## src/rtl/fetch_group_pc.sv

```systemverilog
// Fetch-group PC generator: presents ISSUE_W consecutive instruction numbers per cycle
// and advances by the number the issue stage accepted, with redirect, end detection and stall count.
module fetch_group_pc #(
  parameter int unsigned PC_W    = 5,
  parameter int unsigned ISSUE_W = 2,
  parameter int unsigned LAST_PC = 31,
  parameter int unsigned STALL_W = 8,
  localparam int unsigned CNT_W  = $clog2(ISSUE_W + 1)
) (
  input  logic               clk,
  input  logic               reset,
  input  logic               active,
  input  logic               flush,
  input  logic               redirect_valid,
  input  logic [PC_W-1:0]    redirect_pc,
  input  logic [CNT_W-1:0]   accept_cnt,
  output logic [PC_W-1:0]    pc,
  output logic               fetch_valid,
  output logic [ISSUE_W-1:0] group_mask,
  output logic               partial,
  output logic               done,
  output logic [STALL_W-1:0] stall_cycles
);

  localparam int unsigned      X_W    = PC_W + 1;
  localparam logic [X_W-1:0]   LAST_X = X_W'(LAST_PC);

  typedef enum logic [1:0] {IDLE, RUN, DONE} state_t;

  state_t             state, state_n;
  logic [PC_W-1:0]    pc_n;
  logic               partial_n;
  logic [STALL_W-1:0] stall_n;
  logic [CNT_W-1:0]   pop;
  logic [CNT_W-1:0]   eff;
  logic [X_W-1:0]     nxt;
  logic               redirect_oob;

  assign fetch_valid = (state == RUN);
  assign done        = (state == DONE);

  // Lane validity uses a wide compare so lanes past LAST_PC never wrap back into range.
  always_comb begin
    group_mask = '0;
    for (int unsigned i = 0; i < ISSUE_W; i++) begin
      group_mask[i] = fetch_valid && ((32'(pc) + 32'(i)) <= 32'(LAST_PC));
    end
  end

  always_comb begin
    pop = '0;
    for (int unsigned i = 0; i < ISSUE_W; i++) begin
      pop = pop + CNT_W'(group_mask[i]);
    end
  end

  // Clamp over-reported accepts to the number of valid lanes.
  assign eff          = (accept_cnt < pop) ? accept_cnt : pop;
  assign nxt          = {1'b0, pc} + X_W'(eff);
  assign redirect_oob = ({1'b0, redirect_pc} > LAST_X);

  always_ff @(posedge clk or negedge reset) begin
    if (!reset) begin
      state        <= IDLE;
      pc           <= '0;
      partial      <= 1'b0;
      stall_cycles <= '0;
    end else begin
      state        <= state_n;
      pc           <= pc_n;
      partial      <= partial_n;
      stall_cycles <= stall_n;
    end
  end

  always_comb begin
    state_n   = state;
    pc_n      = pc;
    partial_n = partial;
    stall_n   = stall_cycles;
    if (flush) begin
      state_n   = active ? RUN : IDLE;
      pc_n      = '0;
      partial_n = 1'b0;
      stall_n   = '0;
    end else if (!active) begin
      state_n   = IDLE;
      pc_n      = '0;
      partial_n = 1'b0;
    end else begin
      case (state)
        IDLE: state_n = RUN;
        RUN: begin
          if (redirect_valid) begin
            pc_n      = redirect_pc;
            partial_n = 1'b0;
            state_n   = redirect_oob ? DONE : RUN;
          end else if (eff == '0) begin
            if (stall_cycles != '1) stall_n = stall_cycles + STALL_W'(1);
          end else begin
            partial_n = (32'(eff) < ISSUE_W) && (nxt <= LAST_X);
            if (nxt > LAST_X) state_n = DONE;
            else              pc_n    = nxt[PC_W-1:0];
          end
        end
        DONE: begin
          if (redirect_valid) begin
            pc_n      = redirect_pc;
            partial_n = 1'b0;
            state_n   = redirect_oob ? DONE : RUN;
          end
        end
        default: state_n = IDLE;
      endcase
    end
  end

endmodule

```

## config.mk

```make
export PLATFORM = sky130hd
export DESIGN_NAME = fetch_group_pc
export DESIGN_NICKNAME = d
export VERILOG_FILES = /design/src/rtl/fetch_group_pc.sv
export SDC_FILE = /design/constraint.sdc
export NUM_CORES = 1
export LEC_CHECK = 0
export ABC_AREA = 1
export BUFFER_PORTS_ARGS = -buffer_cell sky130_fd_sc_hd__buf_2
export CORE_ASPECT_RATIO = 1.75
export CORE_MARGIN = 3
export CORE_UTILIZATION = 40
export CTS_BUF_LIST = sky130_fd_sc_hd__clkbuf_4
export DETAILED_ROUTE_END_ITERATION = 6
export GPL_TIMING_DRIVEN = 1
export PLACE_DENSITY_LB_ADDON = 0.2
export SKIP_CTS_REPAIR_TIMING = 1
export SLEW_MARGIN = 10
export SYNTH_ARGS = -nofsm -noshare
export SYNTH_HDL_FRONTEND = slang
export SYNTH_SLANG_ARGS = --single-unit
```

## constraint.sdc

```tcl
create_clock -name clk -period 2.8 [get_ports clk]
set_input_delay 0.42 -clock clk [delete_from_list [all_inputs] [get_ports clk]]
set_output_delay 0.42 -clock clk [all_outputs]
set_load 0.05 [all_outputs]
```

# Yosys cells after proc, flatten, opt, wreduce, memory -nomap -nowiden

Index checks and enable logic that the tools add are counted.
Widths: inputs -> output; s select.

Register bits: 16
Bits in latches: 0
Bits in writable memories: 0
Memory bits (read-only): 0
Input bits: 12
Output and inout port bits: 18
Logic and storage cells: 64
Memories kept: 0

$add $sub $neg: 4
Multiply operators: 0
Div/mod/pow operators: 0
Order comparisons: 6
Eq/ne operators: 9
Shift-type cells: 0
Mux-type cells: 28
Bitwise operators: 0
Reductions and logical operators: 13

Operators by type and width:

| operator            | count |
|---|---|
| $mux 8              | 6 |
| $mux 5              | 6 |
| $mux 2              | 7 |
| $le 6x5->1 const B  | 2 |
| $ne 5x5->1 const B  | 2 |
| $pmux 5 s2          | 1 |
| $add 8x1->8 const B | 1 |
| $ne 8x8->1 const B  | 1 |
| $reduce_bool 2->1   | 4 |
| $add 5x1->6 const B | 1 |
| $add 5x2->6         | 1 |
| $gt 6x5->1 const B  | 1 |
| $mux 1              | 6 |
| $pmux 2 s3          | 1 |
| $reduce_and 3->1    | 2 |
| $le 5x5->1 const B  | 1 |
| $ne 5x4->1 const B  | 1 |
| $reduce_and 5->1    | 1 |
| $logic_not 2->1     | 2 |
| $ne 4x1->1 const B  | 1 |
| $ne 4x4->1 const B  | 1 |
| $reduce_and 4->1    | 1 |
| $logic_and 1x1->1   | 3 |
| $add 1x1->2         | 1 |
| 6 further kinds     | 6 |

# Logic depth before layout (Yosys ltp)

Depth in word-level cells: 14
Mapped depth: 17
Depth with buffers taken out: 17

# Worst setup path before layout

OpenSTA, ideal clock, no wires.

Kind: register to register
Start: register state[1]
End: register pc[4]
Setup time: 123 ps
Arrival time: 3537 ps
Required time: 2677 ps
Path slack: -861 ps
Stages on the path, launching flop included: 17
Path buffers: 1
Period minus slack after synthesis: 3661 ps
Cell sequence: dfrtp_1 -> inv_1 -> ha_1 -> dlygate4sd1_1 -> ha_1 -> inv_1 -> ha_1 -> o21ai_1 -> nand2_4 -> inv_1 -> ha_1 -> inv_1 -> fa_1 -> nor2_1 -> nor2_1 -> o21ai_0 -> o21ai_1

Longest elaborated chain between the ends: 12
Elaborated cells on any way between the ends: 21
Classes of those cells: 2 x add/sub; 2 x order compare; 6 x eq/ne; 7 x mux; 4 x reduce/logical

Ends and longest elaborated chain:

| element                                             | RTL line | source |
|---|---|---|
| start, declared                                     | 30       | `state_t state, state_n;` |
| start signal, assigned                              | 69       | `state <= state_n;` |
| $eq 2x1->1 *                                        | 39       | `assign fetch_valid = (state == RUN);` |
| net fetch_valid                                     | 18       | `output logic fetch_valid,` |
| $logic_and 1x1->1 *                                 | 46       | `group_mask[i] = fetch_valid && ((32'(pc) + 32'(i)) <= 32'(LAST_PC));` |
| net group_mask[0]                                   | 19       | `output logic [ISSUE_W-1:0] group_mask,` |
| $add 1x1->2 *                                       | 53       | `pop = pop + CNT_W'(group_mask[i]);` |
| $lt 2x2->1                                          | 58       | `assign eff = (accept_cnt < pop) ? accept_cnt : pop;` |
| $mux 2 *                                            | 58       |  |
| branches (longest 7 deep; another with $add 5x2->6) | -        |  |
| end signal, assigned                                | 70       | `pc <= pc_n;` |
| end, declared                                       | 17       | `output logic [PC_W-1:0] pc,` |

Mark *: on every way through the listed nets, which the timed path passes. The select of a mux whose other input is x is not followed.
A chain may end at the register's enable or synchronous reset.

# Worst setup path in the final report

Start: register state[1]
End: register pc[4]

Longest elaborated chain between the ends: 12
Elaborated cells on any way between the ends: 21
Classes of those cells: 2 x add/sub; 2 x order compare; 6 x eq/ne; 7 x mux; 4 x reduce/logical

Ends and longest elaborated chain:

| element |
|---|
| branches (longest 12 deep; another with $add 5x2->6) |

Parallel ways; which one is timed is not known. The select of a mux whose other input is x is not followed.

==> reports/metrics.cfg <==
[timing]
fmax_mhz = 384
min_period_over_period = 0.930
slew_headroom = 0.733
fin_crit_ps = 2610
clock_skew_ps = 0.937
setup_viol = 0
hold_viol = 0
worst_pin_slew_ps = 400
grt_setup_unrepaired = false
tns_ps = 0
slew_violations = 0

[worst_setup_path]
critPathMaxFanout = 6
critPathArrivalTime_ps = 2800
worstSetupPathType = register to register
cp_slowest_cell = dfrtp_1
critPathMaxStageDelay_ps = 420
worstPathCellList = inv_2, ha_4, o21a_4, ha_4, inv_2, ha_4, o21ai_4, nand2_4, inv_2, ha_4, inv_2, fa_2, nor2_2, nor2_1, o21ai_0, o21ai_1
endpoint_kind = register
startpoint_type = register
required_ps = 3000

[layout]
final_design_area_no_fill_um2 = 1660
fillers = 331
areaGrowthSynthToFinish_pct = 21.8
antenna_cells = 0
layout-drive-gt1-share = 0.350
fin_nets = 238

[logic_synthesis]
synth_ff_type = dfrtp_1
yosys_warnings = 0
synth_top_area_frac = 0.294
synth_cells = 183
syn_avg_cell_area_um2 = 7.43
async_flop_share = 1.00
synth-edff-count = 0
yosys.area.top_type = dfrtp_1
yosys-top-cells-count = 45 x nand2_1, 25 x inv_1, 21 x nand3_1
syn-cell-area_um2 = 1360
synth_cell_types = 29
post-synth-top-count-cell = nand2_1
synth.yosys.seq_area_share = 0.294
ys_ff_latch = 16
synth.area.top_cells = dfrtp_1 29%, nand2_1 12%, ha_1 9.2%
syn_nets = 206

[placed_design]
place_congestion = 0.760
io_buffer_count = 29
place_area_um2 = 1620
dp_hpwl_mm = 2.56

[global_routing]
grt_max_degree = 19
antenna_found_initial = 0
grt_pass1_wl_mm = 5.49
grt_pass1_vias = 1230
grt_usage = 0.170
grt.overflow.total = 0

[routing]
antenna_left = 0
drcViolationCount = 0
via_per_inst = 4.79
totalWireLength_mm = 3.18
wl_per_cell_um = 12.4
first_pass_iters = 4
vias = 1230
drt-initial-drc-count = 19

[cts]
cts-buffers-inserted = 3
cts-root-buf = clkbuf_4
cts_tree = done
clkLatencyLatePin_ps = 300
path_clk_slew_ps = 110
htreeDepth = 1
cts.sinks = 16
cts_buffer_depth = 2

[floorplan]
die_area_um2 = 4160
ios = 30
die_h_um = 83.1
placementRows = 27
start_util = 0.424
die_x_um = 50.1
core_area_um2 = 3210

[power]
irDropWorstVdd_mv = 0.202
p_per_area_nw_per_um2 = 376
p_leak_nw = 0.886

[flow_run]
maxCapViolCount = 0

[status]
status = completed

[hold_path]
hp-class = input pin to asynchronous set/reset pin

worst max-delay path: cells and delay by family (launching register included):
kind                       cells  cell delay, ps
and+or+nand+nor                3             230
DFF                            1             420
buffers and inverters          4             240
adders and majority gates      5            1030
AOI/OAI and AO/OA              4             580
flip-flops by register name (all words and copies together) (netlist names):
signal,cells
partial,1
pc,5
state,2
stall_cycles,8
cell type report:
type / count / area, um2 / share of cell area
multi-input cells: 135 / 908 / 0.548
inverters: 29 / 109 / 0.0657
repair buffers: 30 / 153 / 0.0921
flip-flops and latches: 16 / 407 / 0.245
clock inverters: 1 / 3.75 / 0.00227
clock buffers: 3 / 22.5 / 0.0136
well taps: 43 / 53.8 / 0.0325
cells by family (layout without fill, tap and decap cells):
| kind of cell | Yosys count | in the layout | synth area share |
|---|---|---|---|
| buffers and inverters | 32 | 63 | 0.0957 |
| and+or+nand+nor | 101 | 101 | 0.401 |
| adders and majority gates | 11 | 11 | 0.107 |
| AOI/OAI and AO/OA | 19 | 19 | 0.0764 |
| DFF | 16 | 16 | 0.294 |
| xor gates and xnor gates | 4 | 4 | 0.0258 |
power breakdown:
group | leakage [nW] | internal (mW) | switching, mW
logic | 0.659 | 0.0760 | 0.154
clock network | 0.0154 | 0.0520 | 0.0857
registers | 0.211 | 0.242 | 0.0132
cell usage in the layout (no fill, tap or decap), types with 3 or more instances in the layout:
master    synthesis  routed
nand2_4           3       3
nand3_2           4       5
nor2_1           12      11
nand4_1           3       3
nor2_4            3       3
inv_2             4       8
nor2_2            3       4
ha_4              0       4
inv_1            25      21
nand2_1          45      45
clkbuf_4          0       3
dfrtp_1          16      11
buf_2             1      29
o21ai_1           8       8
nand3_1          21      20
ha_1             10       6
o21ai_0           4       3
a21oi_1           4       4
dfrtp_2           0       5
path summary, 6_finish.rpt:
path	depth (start not counted)	startpoint	slack (ps)	to
worst max-delay path	16	state[1]$_DFFE_PN0P_	190	pc[4]$_DFFE_PN0P_
worst min-delay path	1	reset	30	stall_cycles[5]$_DFFE_PN0P_
worst max register to register	16	state[1]$_DFFE_PN0P_	190	pc[4]$_DFFE_PN0P_
worst min register to register	2	partial$_DFFE_PN0P_	500	partial$_DFFE_PN0P_
max in group asynchronous	1	reset	2470	pc[4]$_DFFE_PN0P_
min in group clk	3	redirect_pc[1]	400	pc[1]$_DFFE_PN0P_
metrics by stage:
stage	worst slack, ps	utilization	power, mW	std cells	hold WS [ps]
after global placement	240	0.506	0.483	253	375
after CTS	128	0.514	0.625	257	39.3
after global routing	26.0	0.516	0.660	257	40.5
after floorplan	17.6	-	0.436	183	124
final	195	0.516	0.623	257	26.4
after detailed placement	165	0.506	0.487	253	372
per-layer routing:
layer  wire length, um  track usage  share of wire
met1              1200        0.164           0.38
met2              1820        0.338           0.57
met3               106       0.0215          0.033
met4                56       0.0680          0.018
met5                 0            0              0
(Power assumes the default switching activity.)
